===== config.mk =====
export PLATFORM = sky130hd
export DESIGN_NAME = boot_loader
export DESIGN_NICKNAME = d
export VERILOG_FILES = /design/src/rtl/boot_loader.sv
export SDC_FILE = /design/constraint.sdc
export NUM_CORES = 1
export LEC_CHECK = 0
export ABC_CLOCK_PERIOD_IN_PS = 2600
export CORE_UTILIZATION = 45
export CTS_CLUSTER_SIZE = 16
export DETAILED_ROUTE_END_ITERATION = 12
export DONT_BUFFER_PORTS = 1
export PLACE_DENSITY = 0.61
export SYNTH_ARGS = -nofsm -noshare
export SYNTH_HDL_FRONTEND = slang
export SYNTH_SLANG_ARGS = --single-unit

===== constraint.sdc =====
create_clock -name clk -period 2.6 [get_ports clk]
set_input_delay 0.39 -clock clk [delete_from_list [all_inputs] [get_ports clk]]
set_output_delay 0.39 -clock clk [all_outputs]
set_load 0.005 [all_outputs]

===== src/rtl/boot_loader.sv =====
// boot_loader: receives a framed program over a byte stream (A5, N, payload
// [, checksum]), writes it word by word into instruction RAM, then releases
// the CPU from reset until the CPU raises its halt flag.
// Optional feature macro: BOOT_CHECKSUM_EN (adds the trailing checksum byte).
module boot_loader #(
  parameter int ADDR_W = 8,
  parameter int DATA_W = 16
) (
  input  logic              clk,
  input  logic              reset,
  input  logic              rx_valid,
  input  logic [7:0]        rx_data,
  output logic              rx_ready,
  output logic              mem_we,
  output logic [ADDR_W-1:0] mem_addr,
  output logic [DATA_W-1:0] mem_wdata,
  output logic              cpu_reset,
  input  logic              cpu_halted,
  output logic              load_done,
  output logic              load_err
);
  localparam int BPW  = DATA_W / 8;
  localparam int BCW  = (BPW > 1) ? $clog2(BPW) : 1;
  localparam int MAXN = 2 ** ADDR_W;

`ifdef BOOT_CHECKSUM_EN
  typedef enum logic [2:0] {IDLE, LEN, DATA, CSUM, RUN, ERR} state_t;
`else
  typedef enum logic [2:0] {IDLE, LEN, DATA, RUN, ERR} state_t;
`endif

  state_t            state, state_nx;
  logic [7:0]        left;      // words still to be received
  logic [ADDR_W-1:0] widx;      // address of the next word to write
  logic [BCW-1:0]    bcnt;      // byte position inside the current word
  logic [DATA_W-1:0] sh;        // partially assembled word
  logic [DATA_W+7:0] cat;
  logic              halt_q;
  logic              xfer, fin, word_done, halt_rise, len_bad;
`ifdef BOOT_CHECKSUM_EN
  logic [7:0]        csum;
`endif

  assign rx_ready  = !reset && (state != RUN);
  assign xfer      = rx_valid && rx_ready;
  assign cat       = {sh, rx_data};
  assign halt_rise = cpu_halted && !halt_q;
  assign len_bad   = (rx_data == 8'd0) || (int'(rx_data) > MAXN);
  // All words received but still in DATA: only the no-checksum build sits
  // here, for the cycle in which the final write strobe is out.
  assign fin       = (state == DATA) && (left == 8'd0);
  assign word_done = xfer && (state == DATA) && !fin && (bcnt == BCW'(BPW - 1));
  assign cpu_reset = reset || (state != RUN);
  assign load_done = !reset && (state == RUN);

  // Next-state logic for the load protocol.
  always_comb begin
    state_nx = state;
    case (state)
      IDLE, ERR: if (xfer && rx_data == 8'hA5) state_nx = LEN;
      LEN:       if (xfer) state_nx = len_bad ? ERR : DATA;
`ifdef BOOT_CHECKSUM_EN
      // Leave on the last payload byte so a checksum byte arriving during
      // the final write strobe is taken by CSUM.
      DATA:      if (word_done && left == 8'd1) state_nx = CSUM;
      CSUM:      if (xfer) state_nx = (rx_data == csum) ? RUN : ERR;
`else
      DATA:      if (fin) state_nx = RUN;
`endif
      RUN:       if (halt_rise) state_nx = IDLE;
      default:   state_nx = IDLE;
    endcase
  end

  // State, assembly datapath, RAM write port and error flag.
  always_ff @(posedge clk) begin
    if (reset) begin
      state     <= IDLE;
      left      <= '0;
      widx      <= '0;
      bcnt      <= '0;
      sh        <= '0;
      halt_q    <= 1'b0;
      mem_we    <= 1'b0;
      mem_addr  <= '0;
      mem_wdata <= '0;
      load_err  <= 1'b0;
`ifdef BOOT_CHECKSUM_EN
      csum      <= '0;
`endif
    end else begin
      state  <= state_nx;
      halt_q <= cpu_halted;
      mem_we <= word_done;
      if (state == LEN && xfer) begin
        left <= rx_data;
        widx <= '0;
        bcnt <= '0;
`ifdef BOOT_CHECKSUM_EN
        csum <= '0;
`endif
      end
      if (state == DATA && xfer && !fin) begin
        sh   <= cat[DATA_W-1:0];
        bcnt <= word_done ? '0 : bcnt + 1'b1;
`ifdef BOOT_CHECKSUM_EN
        csum <= csum + rx_data;
`endif
      end
      if (word_done) begin
        mem_addr  <= widx;
        mem_wdata <= cat[DATA_W-1:0];
        widx      <= widx + 1'b1;
        left      <= left - 8'd1;
      end
      if (state_nx == ERR && state != ERR)
        load_err <= 1'b1;
      else if ((state == IDLE || state == ERR) && xfer && rx_data == 8'hA5)
        load_err <= 1'b0;
    end
  end
endmodule


# After elaboration in Yosys (flattened, before gate mapping)
# Cells that the tools add are included.
# totals
register_bits,55
latch_bits,0
mem_bits_rw,0
rom_bits,0
inputBits,12
out_inout_bits,29
wordCells,61
n_memories,0
# classes
n_addsub,3
multipliers,0
div_mod_pow,0
magnitude_cmp,0
n_eq_ne,8
shift,0
n_mux,15
n_bitwise,0
reduce_logical,25
# ops
cell,n
two-way mux 8 bit,4
logical NOT 8 bit,2
two-way mux 3 bit,5
logical AND 1 bit,13
case mux 3 bit (4 select lines),1
adder 8 x 1 -> 8 bit (second input constant),1
equality test 8 bit (second input constant),1
subtractor 8 x 1 -> 8 bit (second input constant),1
equality test 3 x 2 -> 1 bit (second input constant),2
equality test 3 bit (second input constant),2
nonzero test 2 bit,3
two-way mux 1 bit,5
equality test 3 x 1 -> 1 bit (second input constant),1
logical NOT 1 bit,3
logical NOT 3 bit,1
!= test 3 x 2 -> 1 bit (second input constant),1
!= test 3 bit (second input constant),1
logical OR 1 bit,2
OR reduction 2 bit,1
adder 1 bit (second input constant),1

# Longest topological paths before layout
# depth
word_depth,9
ltp_mapped,9
mapped_depth_nobuf,7

# Least setup slack after synthesis
# No wires, ideal clock.
# synth_path
path_kind,register to register
from,register left[2]
to,register left[2]
setup_ps,123
t_arrival_ps,1695
t_required_ps,2477
path_slack_ps,782
path_stages_with_launch,7
n_path_buf,2
period_less_slack_ps,1818
path_cell_list,dfxtp_1 > or3_4 > or3_1 > buf_6 > buf_6 > a211oi_1 > nor3_1
# synth_via
elab_chain_len,6
word_cells_on_any_way,8
cone_classes,add/sub (1); mux (1); reduce/logical (6)
# synth_lines
element,line,rtl
from (decl),33,logic [7:0] left;
from (signal assigned),96,left <= rx_data;
from (signal assigned),114,left <= left - 8'd1;
branches (longest 6 deep; another with subtractor 8 x 1 -> 8 bit),n/a,
# Parallel ways; which one is timed is not known.
# A chain may end at the register's enable or synchronous reset.

# Worst setup path after layout
# layout_path
from,register state[0]
to,register left[4]
# layout_via
elab_chain_len,7
word_cells_on_any_way,13
cone_classes,eq/ne (3); mux (1); reduce/logical (9)
# layout_lines
element,line,rtl
from (decl),32,"state_t state, state_nx;"
from (signal assigned),92,state <= state_nx;
!= test 3 x 2 -> 1 bit,44,assign rx_ready = !reset && (state != RUN);
logical AND 1 bit,44,
logical AND 1 bit,45,assign xfer = rx_valid && rx_ready;
logical AND 1 bit (3 in a row),52,assign word_done = xfer && (state == DATA) && !fin && (bcnt == BCW'(BPW - 1));
two-way mux 8 bit / nonzero test 2 bit (equally long branches),n/a,
# Several ways; a longest one is shown, not always the timed one.

==> results by group <==
Placement
  • Placer Congestion: 0.793
  • Port Buffer Count: 0
  • HPWL after DPL: 4040 um
  • Total placed instance area: 2600 sq um

Timing
  • Setup TNS Final: 0 ns
  • Skew final: 0.00963 ns
  • Final setup vio count: 0
  • Time the worst path needs with I/O delays and setup: 2.09 ns
  • Period utilization: 80.5%
  • FMAX: 0.478 GHz
  • Slew headroom: 51.4%
  • Fin. max-slew vios: 0
  • Worst Max-Slew Pin Slew: 0.729 ns
  • RSZ-0062 raised after global routing: no
  • Final Hold Fails: 0

Drt
  • Remaining antenna violation count: 0
  • Drc violations: 0
  • Drt pass-1 iters: 4
  • DR vias: 2101
  • Total Wirelength: 6000 um
  • Via density per instance: 5.85
  • Drt wl/cell: 16.7 um
  • 1st-iter DRT viols: 118

Synthesis
  • Largest family of logic cells by synthesized area: simple AND/OR/NAND/NOR gates
  • Post-Synth XOR/XNOR Area: 0%
  • Yosys warning total: 0
  • Synth Area in Compound Gates: 18.3%
  • Adder-cell share of the synthesized area: 1.47%
  • Post-synth cell types: 50
  • Sequential share of the synthesized area: 43.0%
  • EDFF count, synth: 0
  • Simple-Gate Fraction of Synth Area: 27.1%
  • Async SR Flop Fraction: 0%
  • Mapped cell area: 2560 sq um
  • Register bit count reported by yosys: 55
  • Mapped Cells: 294
  • Syn_nets: 309
  • Syn Area/Cell: 8.71 sq um
  • Top FF cell, synth: dfxtp_1
  • Mux cell area share after synthesis: 4.45%

Floorplan
  • Die area: 6000 sq um
  • Die W: 77.4 um
  • Core area: 5510 sq um
  • Initial Util: 46.5%
  • # rows: 27
  • Die Ht: 77.4 um
  • IO Pins: 41

Setup path
  • Worst Setup End Kind: flop
  • Critical path arrival: 2.34 ns
  • CP required: 2.85 ns
  • CP Max Fanout: 14
  • Worst setup SP type: flop
  • Worst setup path class: flop to flop

CTS
  • TritonCTS clock tree: yes
  • Post-CTS Setup Bufs: 0
  • Clock sinks: 55
  • Root buffer cell: clkbuf_8
  • H-tree depth: 2
  • Worst-path clk slew: 0.10 ns
  • Clock Path Buffers: 2
  • Cts repair resizes: 0
  • CTS hold repair buffers: 0
  • CTS buffer count: 5
  • Clk_lat worst skew: 0.31 ns

Layout
  • Layout area overhead: 4.79%
  • Filler cell count: 548
  • Layout cells sized above 1: 15.7%
  • Most frequent cells in the layout: dfxtp_1 (55), nand2_1 (42), nand3_1 (34)
  • Layout Nets: 302
  • ANT cells: 0
  • Most common cell after layout, fill and taps aside: dfxtp_1
  • Final instance area: 2680 sq um

Global route
  • First-pass GRT wire length: 10000 um
  • Initial antenna violation count: 0
  • Largest net degree at the start of global routing: 37
  • Aggregate global routing overflow: 0
  • Overall routing resource usage: 21.0%
  • Vias in the first global route: 1944

Min path
  • Hold Path Class: input pin to flop

Power and ir drop
  • Pwr Density: 502 nW/um^2
  • VDD IR max: 0.300 mV
  • Leakage Power: 0.000941 uW

Outcome
  • Status: finished clean

Flow run
  • Max-cap violation count: 0
[state kept, by name, indices dropped and copies added (netlist names)]
signal,count
sh,8
mem_addr,8
mem_wdata,16
bcnt,1
load_err,1
mem_we,1
left,8
widx,8
halt_q,1
state,3
[critical path: stages (launching register included)]
cell and delay [ns]:
dfxtp_1 0.41, nor3b_2 0.33, nand3_1 0.42, or4b_2 0.78, nand3_1 0.08
[cell type report]
cell class / instances / area, sq um / area share [%]
Clock buffer: 6 / 82.6 / 3.08
Clock inverter: 1 / 5.00 / 0.186
Inverter: 5 / 18.8 / 0.699
Multi-Input combinational cell: 212 / 1310 / 49.0
Sequential cell: 55 / 1100 / 41.0
Tap cell: 72 / 90.1 / 3.36
Timing Repair Buffer: 8 / 72.6 / 2.70
[per-layer routing]
layer  share of wire [%]  track usage, %  vias up
met1                  49            29.1     1006
met4                 1.8            8.49        0
li1                    -               -     1045
met3                 4.0            4.35        8
met2                  45            31.8       42
met5                   0               0        -
[where the power goes]
part / switching, uW / leakage (uW) / internal [uW]
Sequential: 0.296 / 0.000443 / 842
Clock: 271 / 0.0000470 / 210
Combinational: 16.6 / 0.000451 / 7.96
[stage by stage]
stage	setup WS (ns)	total power (uW)	util [%]	hold WS, ns	std cells
after CTS	0.548	1360	48.7	0.127	359
after global placement	0.586	887	47.1	0.462	352
after floorplan	0.782	886	-	0.450	294
after detailed placement	0.557	887	47.1	0.464	352
final	0.506	1350	48.7	0.133	359
after global routing	0.385	1400	48.7	0.129	359
[logic make-up (layout without fill, tap and decap cells)]
kind of cell | Yosys count | in the layout
AO/OA/AOI/OAI | 64 | 64
adder cells (fa/ha/maj) | 3 | 3
buffers and inverters | 27 | 20
flip-flops | 55 | 55
multiplexers | 11 | 11
AND/OR/NAND/NOR | 134 | 134
[final timing paths]
path	startpoint	endpoint	slack, ns	depth (start not counted)
hold / removal	reset	left[5]	0.13	1
setup reg to reg	state[0]	left[4]	0.51	4
setup / recovery	state[0]	left[4]	0.51	4
hold reg to reg	sh[5]	mem_wdata[13]	0.48	2
[cells in the mapped netlist (all sizes together), types with 2 or more instances]
| cell | n | share of area (%) |
|---|---|---|
| nand2b | 2 | 0.49 |
| nor3b | 2 | 0.78 |
| a21oi | 6 | 1.2 |
| buf | 13 | 3.7 |
| a31oi | 7 | 1.7 |
| nand2 | 43 | 6.6 |
| or3 | 6 | 1.7 |
| nand3 | 34 | 6.6 |
| nand4 | 2 | 0.49 |
| nor3 | 4 | 1.2 |
| dfxtp | 55 | 43 |
| inv | 5 | 0.73 |
| ha | 3 | 1.5 |
| o2111ai | 3 | 1.0 |
| and3 | 5 | 1.2 |
| nor2 | 16 | 2.3 |
| or2 | 2 | 0.49 |
| nor2b | 5 | 1.2 |
| or4 | 2 | 0.59 |
| a211oi | 2 | 0.59 |
| mux2i | 8 | 3.1 |
| clkbuf | 9 | 1.3 |
| mux2 | 3 | 1.3 |
| o21ai | 29 | 8.5 |
| nand4b | 2 | 0.68 |
| o211ai | 5 | 1.5 |
| a311oi | 2 | 0.68 |
| o311ai | 2 | 0.68 |
| o31ai | 2 | 0.59 |
| nor4 | 5 | 1.2 |
(Power assumes the default switching activity.)
